[src/rtl/seal_pkg.sv]
// Shared types and constants for the seal (encrypt + hash) producer pipeline.
// Ports: none (package only).
// Provides the record layout carried through the output FIFO.
package seal_pkg;

  localparam int BYTE_W = 8;
  localparam int SEQ_W  = 8;

  typedef struct packed {
    logic [SEQ_W-1:0]  seq;
    logic [BYTE_W-1:0] enc;
    logic [BYTE_W-1:0] hash;
  } seal_rec_t;

endpackage

[src/rtl/encrypt.sv]
// Byte cipher: rotate left by 3, then XOR with a fixed key.
// Ports: din (plaintext byte) -> dout (ciphertext byte).
// Purely combinational, zero latency.
module encrypt
  import seal_pkg::*;
(
  input  logic [BYTE_W-1:0] din,
  output logic [BYTE_W-1:0] dout
);

  assign dout = {din[4:0], din[7:5]} ^ 8'h3C;

endmodule

[src/rtl/hash.sv]
// Byte hash of the ciphertext: (enc ^ 0xA7) + nibble-swapped enc, mod 256.
// Ports: enc (ciphertext byte) -> h (hash byte).
// Purely combinational, zero latency.
module hash
  import seal_pkg::*;
(
  input  logic [BYTE_W-1:0] enc,
  output logic [BYTE_W-1:0] h
);

  assign h = (enc ^ 8'hA7) + {enc[3:0], enc[7:4]};

endmodule

[src/rtl/seal_fifo.sv]
// Synchronous show-ahead FIFO with synchronous clear and async active-low reset.
// Ports: push/din write, pop/dout read head, full/empty/level status, clear flush.
// Push while full and pop while empty are ignored; clear overrides both.
module seal_fifo #(
  parameter type T     = logic [7:0],
  parameter int  DEPTH = 4
) (
  input  logic                   clk,
  input  logic                   rst_n,
  input  logic                   clear,
  input  logic                   push,
  input  logic                   pop,
  input  T                       din,
  output T                       dout,
  output logic                   full,
  output logic                   empty,
  output logic [$clog2(DEPTH):0] level
);

  localparam int AW = $clog2(DEPTH);

  T           mem [DEPTH];
  logic [AW:0] wr_ptr;
  logic [AW:0] rd_ptr;
  logic        do_push;
  logic        do_pop;

  // Extra-bit pointers: difference gives occupancy 0..DEPTH without ambiguity.
  assign level   = wr_ptr - rd_ptr;
  assign full    = (level == (AW+1)'(DEPTH));
  assign empty   = (level == '0);
  assign do_push = push & ~full & ~clear;
  assign do_pop  = pop & ~empty & ~clear;
  assign dout    = mem[rd_ptr[AW-1:0]];

  always_ff @(posedge clk or negedge rst_n) begin
    if (!rst_n) begin
      wr_ptr <= '0;
      rd_ptr <= '0;
    end else if (clear) begin
      wr_ptr <= '0;
      rd_ptr <= '0;
    end else begin
      if (do_push) wr_ptr <= wr_ptr + 1'b1;
      if (do_pop)  rd_ptr <= rd_ptr + 1'b1;
    end
  end

  // Storage needs no reset: entries are only visible between valid pointers.
  always_ff @(posedge clk) begin
    if (do_push) mem[wr_ptr[AW-1:0]] <= din;
  end

endmodule

[src/rtl/seal_pipelined.sv]
// Producer side of the encrypt/hash link: plaintext in, {seq, enc, hash} records out.
// Ports: in_valid/in_ready/plain in; out_valid/out_ready/out_* records; clear flush; fifo_level.
// Two-cycle latency (stage-1 register then FIFO); in_ready has no path from out_ready.
module seal_pipelined
  import seal_pkg::*;
#(
  parameter int OUT_DEPTH = 4
) (
  input  logic                       clk,
  input  logic                       rst_n,
  input  logic                       clear,
  input  logic                       in_valid,
  output logic                       in_ready,
  input  logic [BYTE_W-1:0]          plain,
  output logic                       out_valid,
  input  logic                       out_ready,
  output logic [BYTE_W-1:0]          out_enc,
  output logic [BYTE_W-1:0]          out_hash,
  output logic [SEQ_W-1:0]           out_seq,
  output logic [$clog2(OUT_DEPTH):0] fifo_level
);

  logic              s1_valid;
  logic [BYTE_W-1:0] s1_enc;
  logic [SEQ_W-1:0]  s1_seq;
  logic [SEQ_W-1:0]  seq;
  logic [BYTE_W-1:0] enc_d;
  logic [BYTE_W-1:0] hash_d;
  logic              fifo_full;
  logic              fifo_empty;
  logic              accept;
  logic              push;
  logic              pop;
  seal_rec_t         push_rec;
  seal_rec_t         head;

  encrypt u_encrypt (.din(plain), .dout(enc_d));
  hash    u_hash    (.enc(s1_enc), .h(hash_d));

  // Full check uses the pre-pop state, so stage 1 may drain only into a non-full FIFO.
  assign in_ready = rst_n & ~clear & (~s1_valid | ~fifo_full);
  assign accept   = in_valid & in_ready;
  assign push     = s1_valid & ~fifo_full & ~clear;
  assign pop      = ~fifo_empty & out_ready & ~clear;
  assign push_rec = '{seq: s1_seq, enc: s1_enc, hash: hash_d};

  always_ff @(posedge clk or negedge rst_n) begin
    if (!rst_n) begin
      s1_valid <= 1'b0;
      s1_enc   <= '0;
      s1_seq   <= '0;
      seq      <= '0;
    end else if (clear) begin
      s1_valid <= 1'b0;
      seq      <= '0;
    end else if (accept) begin
      // Accept implies stage 1 is empty or draining this same edge.
      s1_valid <= 1'b1;
      s1_enc   <= enc_d;
      s1_seq   <= seq;
      seq      <= seq + SEQ_W'(1);
    end else if (push) begin
      s1_valid <= 1'b0;
    end
  end

  seal_fifo #(.T(seal_rec_t), .DEPTH(OUT_DEPTH)) u_fifo (
    .clk   (clk),
    .rst_n (rst_n),
    .clear (clear),
    .push  (push),
    .pop   (pop),
    .din   (push_rec),
    .dout  (head),
    .full  (fifo_full),
    .empty (fifo_empty),
    .level (fifo_level)
  );

  // Record fields are zeroed when nothing is valid (never X from unwritten storage).
  assign out_valid = ~fifo_empty;
  assign out_enc   = out_valid ? head.enc  : '0;
  assign out_hash  = out_valid ? head.hash : '0;
  assign out_seq   = out_valid ? head.seq  : '0;

endmodule

[config.mk]
export PLATFORM = sky130hd
export DESIGN_NAME = seal_pipelined
export DESIGN_NICKNAME = d
export VERILOG_FILES = /design/src/rtl/seal_pkg.sv /design/src/rtl/encrypt.sv /design/src/rtl/hash.sv /design/src/rtl/seal_fifo.sv /design/src/rtl/seal_pipelined.sv
export SDC_FILE = /design/constraint.sdc
export NUM_CORES = 1
export LEC_CHECK = 0
export ABC_AREA = 1
export BUFFER_PORTS_ARGS = -buffer_cell sky130_fd_sc_hd__buf_2
export CORE_ASPECT_RATIO = 0.75
export CORE_MARGIN = 3
export CORE_UTILIZATION = 35
export DETAILED_ROUTE_END_ITERATION = 16
export PLACE_DENSITY_LB_ADDON = 0.25
export SETUP_SLACK_MARGIN = 0.02
export SLEW_MARGIN = 20
export SYNTH_ARGS = -nofsm -noshare
export SYNTH_HDL_FRONTEND = slang
export SYNTH_SLANG_ARGS = --single-unit
[constraint.sdc]
create_clock -name clk -period 3.48 [get_ports clk]
set_input_delay 0.696 -clock clk [delete_from_list [all_inputs] [get_ports clk]]
set_output_delay 0.696 -clock clk [all_outputs]
set_load 0.01 [all_outputs]
== Word-level counts from Yosys, hierarchy flattened ==
Memory sizes are Yosys's and may differ from the RTL's.
Index checks and enable logic that the tools add are counted.

* Memories kept: 1
* Word-level logic and storage cells: 51
* Memory bits (writable): 96
* Bits in registers: 31

* Multiplexer cells: 14
* Bitwise logic cells: 18
* Equal/unequal tests: 1
* Reductions and logical operators: 6
* Add/subtract/negate cells: 5

{| class="wikitable"
|+ Memory list
! memory !! depth !! bits a word !! read ports !! clocked after Yosys merged registers in !! write ports !! RTL line !! RTL
|-
| u_fifo.mem || 4 || 24 || 1 || 0 || 1 || seal_fifo.sv:22 || <nowiki>T mem [DEPTH];</nowiki>
|}

{| class="wikitable"
|+ Operators by type and width
! cell !! count
|-
| 2-to-1 mux 8 bit || 5
|-
| 2-to-1 mux 3 bit || 4
|-
| bitwise AND 1 bit || 11
|-
| adder 8 x 1 -> 8 bit, second input constant || 1
|-
| adder 8 bit || 1
|-
| adder 3 x 1 -> 3 bit, second input constant || 2
|-
| nonzero test 2 bit || 3
|-
| 2-to-1 mux 1 bit || 5
|-
| NOT 5 bit || 1
|-
| NOT 1 bit || 4
|-
| NOT 4 bit || 1
|-
| == test 3 bit, second input constant || 1
|-
| logical NOT 3 bit || 1
|-
| nonzero test 3 bit || 1
|-
| subtractor 3 bit || 1
|-
| AND reduction 2 bit || 1
|-
| OR 1 bit || 1
|}

== Logic depth before layout (Yosys ltp) ==
Gate-level depths: netlist of the first run.

* Depth after elaboration: 9
* Depth in mapped cells: 11
* Gate-level depth less buffers: 11

== Cells and area by module ==
From an unflattened synthesis of the first run, not the netlist that was laid out.

* Cell total of the unflattened synthesis: 549
* Area total of the unflattened synthesis: 5789.3 um^2

{| class="wikitable"
|+ Modules (own cells, without submodules)
! module !! cells each !! area each (um^2) !! times used !! seq. area each (um^2)
|-
| seal_fifo || 299 || 4027.6 || 1 || 3032.9
|-
| seal_pipelined || 184 || 1381.3 || 1 || 625.6
|-
| hash || 58 || 335.3 || 1 || 0.0
|-
| encrypt || 8 || 45.0 || 1 || 0.0
|}

== Worst setup path after synthesis of the first run ==
No wires, ideal clock.

* Path type: register -> register
* Start point: register u_fifo.wr_ptr[0]
* End point: memory u_fifo.mem[1][0] (netlist bit), enable pin
* Path buffers: 0
* Cell stages (with the launch flop): 11
* Required time: 3.075 ns
* Slack: 0.428 ns
* Library setup time: 0.405 ns
* Data arrival time: 2.647 ns
* Cells stage by stage: dfrtp_1 -> inv_1 -> ha_1 -> fa_1 -> nand2_1 -> inv_1 -> nand2_1 -> nand2_1 -> nor2_2 -> inv_1 -> nor2_1

* Longest elaborated chain between the ends: 9

{| class="wikitable"
|+ RTL lines
! what !! RTL line !! RTL
|-
| from (decl) || seal_fifo.sv:23 || <nowiki>logic [AW:0] wr_ptr;</nowiki>
|-
| from (signal assigned) || seal_fifo.sv:44 || <nowiki>if (do_push) wr_ptr <= wr_ptr + 1'b1;</nowiki>
|-
| subtractor 3 bit || seal_fifo.sv:29 || <nowiki>assign level = wr_ptr - rd_ptr;</nowiki>
|-
| == test 3 bit || seal_fifo.sv:30 || <nowiki>assign full = (level == (AW+1)'(DEPTH));</nowiki>
|-
| NOT 1 bit || seal_fifo.sv:32, seal_pipelined.sv:43 ||
|-
| bitwise AND 1 bit (2 in series) || seal_pipelined.sv:43 || <nowiki>assign push = s1_valid & ~fifo_full & ~clear;</nowiki>
|-
| bitwise AND 1 bit (2 in series) || seal_fifo.sv:32 || <nowiki>assign do_push = push & ~full & ~clear;</nowiki>
|-
| 2-to-1 mux 1 bit || seal_fifo.sv:51 || <nowiki>if (do_push) mem[wr_ptr[AW-1:0]] <= din;</nowiki>
|-
| 2-to-1 mux 1 bit (not written as such) || seal_fifo.sv:51 ||
|-
| to (decl) || seal_fifo.sv:22 ||
|}

Parallel ways exist; a longest one is shown, timed or not.

== Worst setup path in the final report of the first run ==
* Start point: register u_fifo.wr_ptr[0]
* End point: output out_seq[3]

* Longest elaborated chain between the ends: 3

{| class="wikitable"
|+ RTL lines
! what !! RTL line !! RTL
|-
| subtractor 3 bit || seal_fifo.sv:29 ||
|-
| logical NOT 3 bit || seal_fifo.sv:31 || <nowiki>assign empty = (level == '0);</nowiki>
|-
| 2-to-1 mux 8 bit || seal_pipelined.sv:84 || <nowiki>assign out_seq = out_valid ? head.seq : '0;</nowiki>
|-
| to (decl) || seal_pipelined.sv:19 || <nowiki>output logic [SEQ_W-1:0] out_seq,</nowiki>
|}

No other way between the ends.

==> results of run 1 <==
cell usage after synthesis (all sizes together):
cell and n:
a31oi 1, buf 12, nor2 89, xnor2 1, nor3 1, ha 14, dfrtp 31, xor2 10
inv 53, o32ai 24, o21bai 2, nand3b 1, nand3 21, nor3b 2, a21oi 5, edfxtp 96
nand2 101, clkbuf 10, fa 2, o21ai 34, nand4 1
kinds of logic (layout without fill, tap and decap cells):
| kind of cell | Yosys count | in the layout | synth area share |
|---|---|---|---|
| xor gates and xnor gates | 11 | 11 | 0.0171 |
| DFF | 127 | 127 | 0.647 |
| adders and majority gates | 16 | 16 | 0.0381 |
| buffers and inverters | 75 | 138 | 0.0565 |
| AOI/OAI and AO/OA | 66 | 66 | 0.0808 |
| and+or+nand+nor | 216 | 216 | 0.160 |
path summary, 6_finish.rpt:
| kind | endpoint | cells after the start |
|---|---|---|
| max reg2reg | u_fifo.mem[2][17] | 11 |
| max | out_seq[3] | 10 |
| min in group clk | s1_enc[4] | 2 |
| min reg2reg | seq[7] | 2 |
| min | s1_seq[7] | 2 |
| max in group asynchronous | s1_enc[7] | 2 |
registers in the layout, summed over array words and instances, names as in the netlist:
register       cells
s1_valid           1
u_fifo.mem        96
s1_seq             8
u_fifo.rd_ptr      3
seq                8
s1_enc             8
u_fifo.wr_ptr      3
power by group:
group          switching [mW]  internal (mW)  leakage (nW)  total (mW)
Sequential             0.0630           1.79          1.29        1.85
Clock                   0.639           1.27         0.312        1.91
Combinational            1.14          0.603          1.28        1.74
Total                    1.84           3.66          2.88        5.50
per-stage QoR:
step / total power [mW] / area, µm² / setup slack, ps / util / hold WS (ps)
6_report: 5.50 / 6740 / 260 / 0.434 / 319
5_1_grt: 5.85 / 6740 / 56.2 / 0.434 / 357
4_1_cts: 5.59 / 6740 / 213 / 0.434 / 326
3_5_place_dp: 3.66 / 6090 / 678 / 0.393 / 502
3_3_place_gp: 3.62 / 6090 / 761 / 0.393 / 492
2_1_floorplan: 3.00 / 5650 / 428 / - / 400
routing by layer:
metal | vias to the layer above | wire length [µm]
li1 | 1832 | -
met3 | 13 | 579
met4 | 0 | 142
met1 | 1818 | 5880
met5 | - | 0
met2 | 81 | 5530
final cells by class:
cell class              instances  share of cell area
inverters                      53              0.0295
flip-flops and latches        127               0.543
multi-input cells             309               0.250
clock buffers                  18              0.0637
well taps                     205              0.0381
repair buffers                 53              0.0438
clock inverters                14              0.0319
==> metrics.csv, run 1 <==
stage;metric;value;unit
run_status;status;complete, no violations;
route;vias_per_cell;4.81;
final_layout;n_fill_cell;1443;
final_layout;finalNonFillerCells;779;
final_layout;seq_area;3660;µm²
critical_path;critical_path.max_stage_delay;450;ps
logic_synthesis;synth-seq-cells;127;
placed_design;dpl.hpwl;7310;µm
global_routing;gr-usage-met3;0.0336;
sta;grt_setup_unrepaired;no;
placed_design;numPlacedInstances;747;
critical_path;crit_start;u_fifo.wr_ptr[0];
logic_synthesis;yosysTopAreaCell;edfxtp_1;
sta;clock.fmax;311;MHz
logic_synthesis;netlist_instances;511;
sta;slew_violations;0;
global_routing;grt_use_total;0.146;
critical_path;r2r_setup_slack;780;ps
logic_synthesis;synth_fp_nets;540;
clock_tree;path_clk_slew;60;ps
logic_synthesis;synth_top_cell_area_share;0.510;
clock_tree;cts_made_buffers;17;
global_routing;grt_pass1_wl;19700;µm
critical_path;critPathRequiredTime;2780;ps
global_routing;grt_use_met1;0.197;
logic_synthesis;ys_warn_count;0;
route;antenna_left;0;
critical_path;critPathBufInv;5;
floorplan;ios;42;
route;drc_errors;0;
power_and_ir_drop;max-vdd-ir-drop;0.375;mV
global_routing;antenna_found_initial;0;
sta;post-route-period-util;0.925;
sta;worst_slew_pin_slew;607;ps
clock_tree;cts-root-buf;clkbuf_16;
clock_tree;ctsResizeCount;0;
floorplan;die_w;153;µm
route;wire_per_inst;15.6;µm
final_layout;syn_to_final_growth;19.2;%
placed_design;io_buffers;41;
sta;fin_crit;3220;ps
critical_path;cp_slowest_cell;fa_1;
logic_synthesis;synth-seq-area-share;0.647;
critical_path;crit_chain;inv_1, ha_1, fa_1, nand2_1, inv_1, nand3_2, buf_4, nand2_1, inv_1, buf_2;
global_routing;overflow;0;
final_layout;nets;590;
floorplan;die_y;116;µm
global_routing;use_met2;0.231;
sta;hold_viol;0;
power_and_ir_drop;p_per_area;816;nW/µm²
global_routing;grt_max_degree;51;
clock_tree;clk_latency;410;ps
final_layout;final_layout_size_suffix_gt1_frac;0.185;
route;drtIter0Drc;203;
clock_tree;cts_buffer_depth;2;
logic_synthesis;synth_area_per_cell;11.1;µm²
placed_design;globalplace.congestion;0.784;
clock_tree;cts_setup_buffers;0;
logic_synthesis;synth_area_leaders;edfxtp_1, dfrtp_1, nand2_1, nor2_1, o32ai_1;
sta;report.final.setup_viol;0;
floorplan;die_area;17700;µm²
clock_tree;ctsHoldBuffers;0;
floorplan;core-area;15500;µm²
power_and_ir_drop;power_leakage;2.88;nW
final_layout;mostFrequentLayoutCells;nand2_1, edfxtp_1, nor2_1;
sta;relSlewSlack;0.595;
route;vias;3744;
clock_tree;cts_tree;done;
hold_path;hold_class;input port to async pin;
critical_path;cp-start-kind;flip-flop;
global_routing;grt_pass1_vias;3718;
floorplan;num_rows;39;
critical_path;crit_path_frequent_cell;inv_1;
logic_synthesis;synthDistinctLibCells;31;
final_layout;multiInputGateArea;1680;µm²
sta;tns;0;ps
critical_path;path_delay_family;buffers and inverters;
clock_tree;cts.sinks;127;
critical_path;reg2reg_from;u_fifo.wr_ptr[0];
logic_synthesis;syn_area;5650;µm²
critical_path;worstSetupPathType;flip-flop to primary output;
final_layout;antenna_cells;0;
critical_path;end_kind;primary output;
route;drt_pass1_iterations;4;
route;drt_wl_total;12100;µm
clock_tree;h-tree-depth;4;
job;maxCapViolCount;0;
critical_path;critical_path_arrival;2520;ps
critical_path;crit_fanout;28;
floorplan;initial_core_util;0.364;
global_routing;top_usage_layer;met2;
final_layout;final_common_cell;nand2_1;
sta;fin_skew;7.04;ps
(Power assumes the default switching activity.)
==> inputs of run 2 (changes only) <==
- CORE_MARGIN: 3 -> 2
- MAX_ROUTING_LAYER: default -> met4
==> run 2 against run 1 <==
Effect of this change:
- flip-flop and latch count unchanged
- power increased by 0.24%
- utilization decreased by 1.1 points
- via count decreased by 0.19%
- cell count increased by 0.39%
- worst hold slack improved by 22 ps
- sequential share of layout area about the same
- maximum frequency increased by 1.3%
- die area decreased by 3.0%
- worst setup slack improved by 41 ps
- register-to-register slack improved by 70 ps
- critical endpoint is now out_enc[6]
- largest cell class unchanged
==> metrics.csv, run 2 (synthesis gave the netlist of run 1 again) <==
stage;metric;value;unit;change
clock_tree;clk_latency;410;ps;about the same
global_routing;grt_pass1_vias;3616;;-2.7%
sta;grt_setup_unrepaired;no;;
clock_tree;path_clk_slew;60;ps;about the same
global_routing;grt_max_degree;51;;unchanged
final_layout;final_layout_size_suffix_gt1_frac;0.182;;-0.00285
sta;tns;0;ps;unchanged
sta;clock.fmax;315;MHz;+1.3%
clock_tree;ctsHoldBuffers;0;;unchanged
critical_path;crit_chain;inv_1, ha_1, fa_1, nand2_1, inv_1, nand3_2, buf_4, nand2_1, inv_1, buf_2;;
final_layout;antenna_cells;0;;unchanged
floorplan;ios;42;;unchanged
floorplan;num_rows;40;;+2.6%
global_routing;antenna_found_initial;0;;unchanged
placed_design;globalplace.congestion;0.831;;+6.0%
critical_path;crit_path_frequent_cell;inv_1;;
sta;hold_viol;0;;unchanged
power_and_ir_drop;p_per_area;818;nW/µm²;+0.22%
hold_path;hold_class;input port to async pin;;
sta;fin_crit;3180;ps;-41.1 ps
final_layout;fin_util;0.423;;-0.0108
clock_tree;cts.sinks;127;;unchanged
floorplan;initial_core_util;0.355;;-0.00910
power_and_ir_drop;finalPower;5.51;mW;+0.24%
sta;worst_slew_pin_slew;560;ps;-46.4 ps
critical_path;critPathRequiredTime;2780;ps;about the same
global_routing;grt_pass1_wl;19300;µm;-1.9%
run_status;status;complete, no violations;;
power_and_ir_drop;power_leakage;2.87;nW;-0.39%
final_layout;largest_reg_flops;96;;unchanged
critical_path;critical_path_arrival;2480;ps;-40 ps
final_layout;syn_to_final_growth;19.2;%;about the same
critical_path;end_kind;primary output;;
critical_path;worstSetupPathType;flip-flop to primary output;;
floorplan;die_area;17200;µm²;-3.0%
sta;slew_violations;0;;unchanged
sta;report.final.setup_viol;0;;unchanged
final_layout;multiInputGateArea;1680;µm²;unchanged
placed_design;dpl.hpwl;7360;µm;+0.66%
critical_path;crit_fanout;28;;unchanged
sta;post-route-period-util;0.914;;-0.0118
final_layout;mostFrequentLayoutCells;nand2_1, edfxtp_1, nor2_1;;
clock_tree;cts_tree;done;;
route;drc_errors;0;;unchanged
clock_tree;h-tree-depth;4;;unchanged
clock_tree;cts-root-buf;clkbuf_16;;
route;antenna_left;0;;unchanged
clock_tree;cts_setup_buffers;0;;unchanged
power_and_ir_drop;max-vdd-ir-drop;0.341;mV;-8.9%
clock_tree;cts_buffer_depth;2;;unchanged
critical_path;cp_slowest_cell;fa_1;;
clock_tree;cts_made_buffers;17;;unchanged
final_layout;n_fill_cell;1531;;+6.1%
job;maxCapViolCount;0;;unchanged
critical_path;critical_path.max_stage_delay;450;ps;about the same
route;drtIter0Drc;210;;+3.4%
route;vias_per_cell;4.78;;-0.57%
final_layout;final_common_cell;nand2_1;;
clock_tree;ctsResizeCount;0;;unchanged
sta;fin_skew;8.45;ps;+1.41 ps
route;drt_wl_total;12100;µm;about the same
global_routing;grt_use_total;0.157;;+0.0109
final_layout;seq_area;3660;µm²;unchanged
placed_design;pre_cts_ws;708;ps;+30.5 ps
placed_design;io_buffers;41;;unchanged
route;vias;3737;;-0.19%
sta;setup_ws;301;ps;+41.1 ps
route;drt_pass1_iterations;4;;unchanged
sta;relSlewSlack;0.624;;+0.0288
floorplan;die_w;151;µm;-1.3%
route;wire_per_inst;15.5;µm;-0.44%
global_routing;overflow;0;;unchanged
floorplan;core-area;15900;µm²;+2.6%
final_layout;nets;588;;-0.34%
floorplan;die_y;114;µm;-1.7%
critical_path;cp-start-kind;flip-flop;;
run 2: changes by cell type in the layout (fill, tap and decap cells not counted), sizes merged:
| cell | delta |
|---|---|
| clkinv | -3 |
| buf | -2 |
| clkinvlp | +2 |
| inv | +1 |
run 2: worst paths after layout:
| kind | start | endpoint | slack [ps] | cells past startpoint |
|---|---|---|---|---|
| setup / recovery | u_fifo.wr_ptr[0] | out_enc[6] | 300 | 10 |
| hold / removal | rst_n | seq[5] | 340 | 2 |
| setup reg to reg | u_fifo.wr_ptr[0] | u_fifo.mem[2][19] | 850 | 11 |
| hold reg to reg | seq[7] | seq[7] | 510 | 2 |
| max in group asynchronous | rst_n | u_fifo.rd_ptr[2] | 2830 | 2 |
| min in group clk | plain[2] | s1_enc[5] | 460 | 2 |
run 2: critical path, delay by kind of cell (launching register included):
| kind | cells | cell delay, ps |
|---|---|---|
| adders and majority gates | 2 | 650 |
| and+or+nand+nor | 3 | 280 |
| buffers and inverters | 5 | 720 |
| DFF | 1 | 420 |
run 2: final cells by class:
cell class                 count  area share
clock buffer                  18      0.0637
clock inverter                14      0.0316
inverter                      53      0.0295
multi-input combinational    309       0.250
sequential                   127       0.543
tap                          210      0.0390
timing repair buffer          51      0.0435
run 2: metal layers:
layer / track usage / routed length (µm) / vias to the layer above
met5: - / 0 / -
met4: 0.0660 / 55 / 0
met3: 0.0312 / 516 / 2
met2: 0.232 / 5590 / 74
met1: 0.213 / 5950 / 1833
li1: - / - / 1828
run 2: per-stage QoR:
step           instances  cell area, µm²  hold WS [ps]
2_1_floorplan        511            5650           400
3_3_place_gp         750            6100           493
3_5_place_dp         750            6100           503
4_1_cts              782            6740           342
5_1_grt              782            6740           369
6_report             782            6740           342
run 2: power by group:
part	leakage (nW)	internal [mW]	switching, mW	total, mW
Sequential	1.29	1.79	0.0652	1.85
Combinational	1.27	0.602	1.14	1.74
Clock	0.304	1.27	0.651	1.92
Total	2.87	3.66	1.85	5.51
==> inputs of run 3 (changes only) <==
- BUFFER_PORTS_ARGS: -buffer_cell sky130_fd_sc_hd__buf_2 -> -buffer_cell sky130_fd_sc_hd__clkbuf_2
==> run 3 against run 2 <==
Effect of this change:
- clock power decreased by 8%
- sequential share of layout area increased by 0.27 points
- cell count unchanged
- clock-buffer cell count unchanged
- critical path type unchanged
==> metrics.csv, run 3 (synthesis gave the netlist of run 1 again) <==
stage;metric;value;unit;change
route;antenna_left;0;;unchanged
sta;report.final.setup_viol;0;;unchanged
floorplan;ios;42;;unchanged
route;drt_pass1_iterations;4;;unchanged
critical_path;reg2reg_from;u_fifo.wr_ptr[0];;
power_and_ir_drop;switching_share;0.346;;+0.0103
critical_path;crit_chain;inv_1, ha_1, fa_1, nand2_1, inv_1, nand3_2, buf_4, nand2_1, inv_1, clkbuf_2;;
sta;grt_setup_unrepaired;no;;
sta;worst_slew_pin_slew;540;ps;-20.6 ps
global_routing;overflow;0;;unchanged
global_routing;grt_max_degree;51;;unchanged
power_and_ir_drop;p_per_area;801;nW/µm²;-2.1%
route;wire_per_inst;15.7;µm;+1.0%
critical_path;critPathRequiredTime;2780;ps;about the same
global_routing;grt_use_total;0.155;;-0.00215
critical_path;cp-start-kind;flip-flop;;
clock_tree;cts_setup_buffers;0;;unchanged
power_and_ir_drop;pwr-share-clk;0.330;;-0.019
final_layout;mostFrequentLayoutCells;nand2_1, edfxtp_1, nor2_1;;
sta;clock.fmax;309;MHz;-1.8%
floorplan;die_area;17200;µm²;unchanged
final_layout;final_layout_size_suffix_gt1_frac;0.182;;unchanged
clock_tree;cts_tree;done;;
final_layout;nets;588;;unchanged
floorplan;num_rows;40;;unchanged
critical_path;crit_fanout;28;;unchanged
final_layout;final_area;6700;µm²;-0.50%
sta;relSlewSlack;0.640;;+0.0164
final_layout;final_common_cell;nand2_1;;
final_layout;antenna_cells;0;;unchanged
clock_tree;path_clk_slew;60;ps;about the same
clock_tree;ctsHoldBuffers;0;;unchanged
sta;post-route-period-util;0.930;;+0.0166
route;vias;3751;;+0.37%
power_and_ir_drop;pwr-share-seq;0.345;;+0.009
critical_path;ff2ff_path_depth;11;;unchanged
placed_design;dpl.hpwl;7490;µm;+1.8%
final_layout;fin_util;0.421;;-0.00212
clock_tree;cts_buffer_depth;2;;unchanged
floorplan;initial_core_util;0.355;;unchanged
sta;hold_viol;0;;unchanged
route;drtIter0Drc;213;;+1.4%
global_routing;antenna_found_initial;0;;unchanged
critical_path;r2r_setup_slack;750;ps;-100 ps
final_layout;syn_to_final_growth;18.6;%;
power_and_ir_drop;max-vdd-ir-drop;0.374;mV;+9.4%
route;vias_per_cell;4.80;;+0.37%
power_and_ir_drop;comb_power_share;0.325;;+0.010
clock_tree;cts.sinks;127;;unchanged
run_status;status;complete, no violations;;
clock_tree;ctsResizeCount;0;;unchanged
sta;tns;0;ps;unchanged
floorplan;die_y;114;µm;unchanged
critical_path;cp_slowest_cell;fa_1;;
final_layout;largest_reg_flops;96;;unchanged
critical_path;worstSetupPathType;flip-flop to primary output;;
placed_design;globalplace.congestion;0.815;;-1.9%
clock_tree;cts_made_buffers;17;;unchanged
clock_tree;clk_latency;400;ps;about the same
floorplan;core-area;15900;µm²;unchanged
route;drt_wl_total;12200;µm;+1.0%
power_and_ir_drop;power_leakage;2.85;nW;-0.82%
clock_tree;h-tree-depth;4;;unchanged
floorplan;die_w;151;µm;unchanged
global_routing;grt_pass1_vias;3501;;-3.2%
critical_path;critical_path.max_stage_delay;460;ps;about the same
critical_path;regToRegEndpoint;u_fifo.mem[2][5];;
critical_path;crit_path_frequent_cell;inv_1;;
critical_path;critical_path_arrival;2540;ps;+60 ps
global_routing;grt_pass1_wl;19200;µm;-0.46%
job;maxCapViolCount;0;;unchanged
power_and_ir_drop;finalPower;5.37;mW;-2.6%
hold_path;hold_class;input port to async pin;;
placed_design;placed_area;6110;µm²;+0.21%
sta;fin_skew;8.14;ps;-0.305 ps
placed_design;io_buffers;41;;unchanged
clock_tree;cts-root-buf;clkbuf_16;;
sta;slew_violations;0;;unchanged
power_and_ir_drop;power.internal;3.51;mW;-4.1%
critical_path;end_kind;primary output;;
sta;fin_crit;3240;ps;+57.6 ps
power_and_ir_drop;p_switching;1.86;mW;+0.44%
route;drc_errors;0;;unchanged
[run 3: cell types whose count changed in the layout (fill, tap and decap cells not counted), sizes merged]
cell,before,now
buf,51,10
clkbuf,18,59
bufinv,5,3
clkinv,4,6
[run 3: layout make-up]
class                      count  area, µm²
clock buffer                  18        429
clock inverter                14        166
fill                        1529       9210
inverter                      53        199
multi-input combinational    309       1680
sequential                   127       3660
tap                          210        263
timing repair buffer          51        305
[run 3: how the worst max path moves through the flow]
stage | start | end | slack, ps
detailed placement | u_fifo.wr_ptr[0] | out_enc[6] | 650
global placement | u_fifo.wr_ptr[0] | out_enc[6] | 730
CTS | u_fifo.wr_ptr[0] | out_enc[1] | 200
global route | u_fifo.wr_ptr[0] | out_enc[6] | 20
finish | u_fifo.wr_ptr[0] | out_enc[2] | 240
floorplan | u_fifo.wr_ptr[0] | u_fifo.mem[1][0] | 430
[run 3: metrics by stage]
step | setup WS [ps] | cells | hold WS, ps
after floorplan | 428 | 511 | 400
after global placement | 731 | 750 | 494
after detailed placement | 650 | 750 | 521
after CTS | 200 | 782 | 351
after global routing | 23.2 | 782 | 385
final | 243 | 782 | 351
[run 3: per-layer routing]
layer  vias up  routed length (µm)  part of all wire  GRT usage
li1       1829                   -                 -          -
met1      1819                6020              0.49      0.216
met2        95                5580              0.46      0.227
met3         8                 542             0.044     0.0316
met4         0                  95            0.0078     0.0511
met5         -                   0                 0          -
[run 3: critical path: cells and delay by family (launching register included)]
kind / cells / cell delay (ps)
flip-flops: 1 / 430
adder cells (fa/ha/maj): 2 / 660
buffers and inverters: 5 / 730
AND/OR/NAND/NOR: 3 / 290
[run 3: power groups by stage]
stage / Combinational (mW) / Sequential [mW] / Clock (mW)
after floorplan: 1.14 / 1.86 / 0
after global placement: 1.75 / 1.88 / 0
after detailed placement: 1.78 / 1.88 / 0
after CTS: 1.79 / 1.85 / 1.80
after global routing: 1.97 / 1.86 / 1.87
final: 1.75 / 1.85 / 1.77
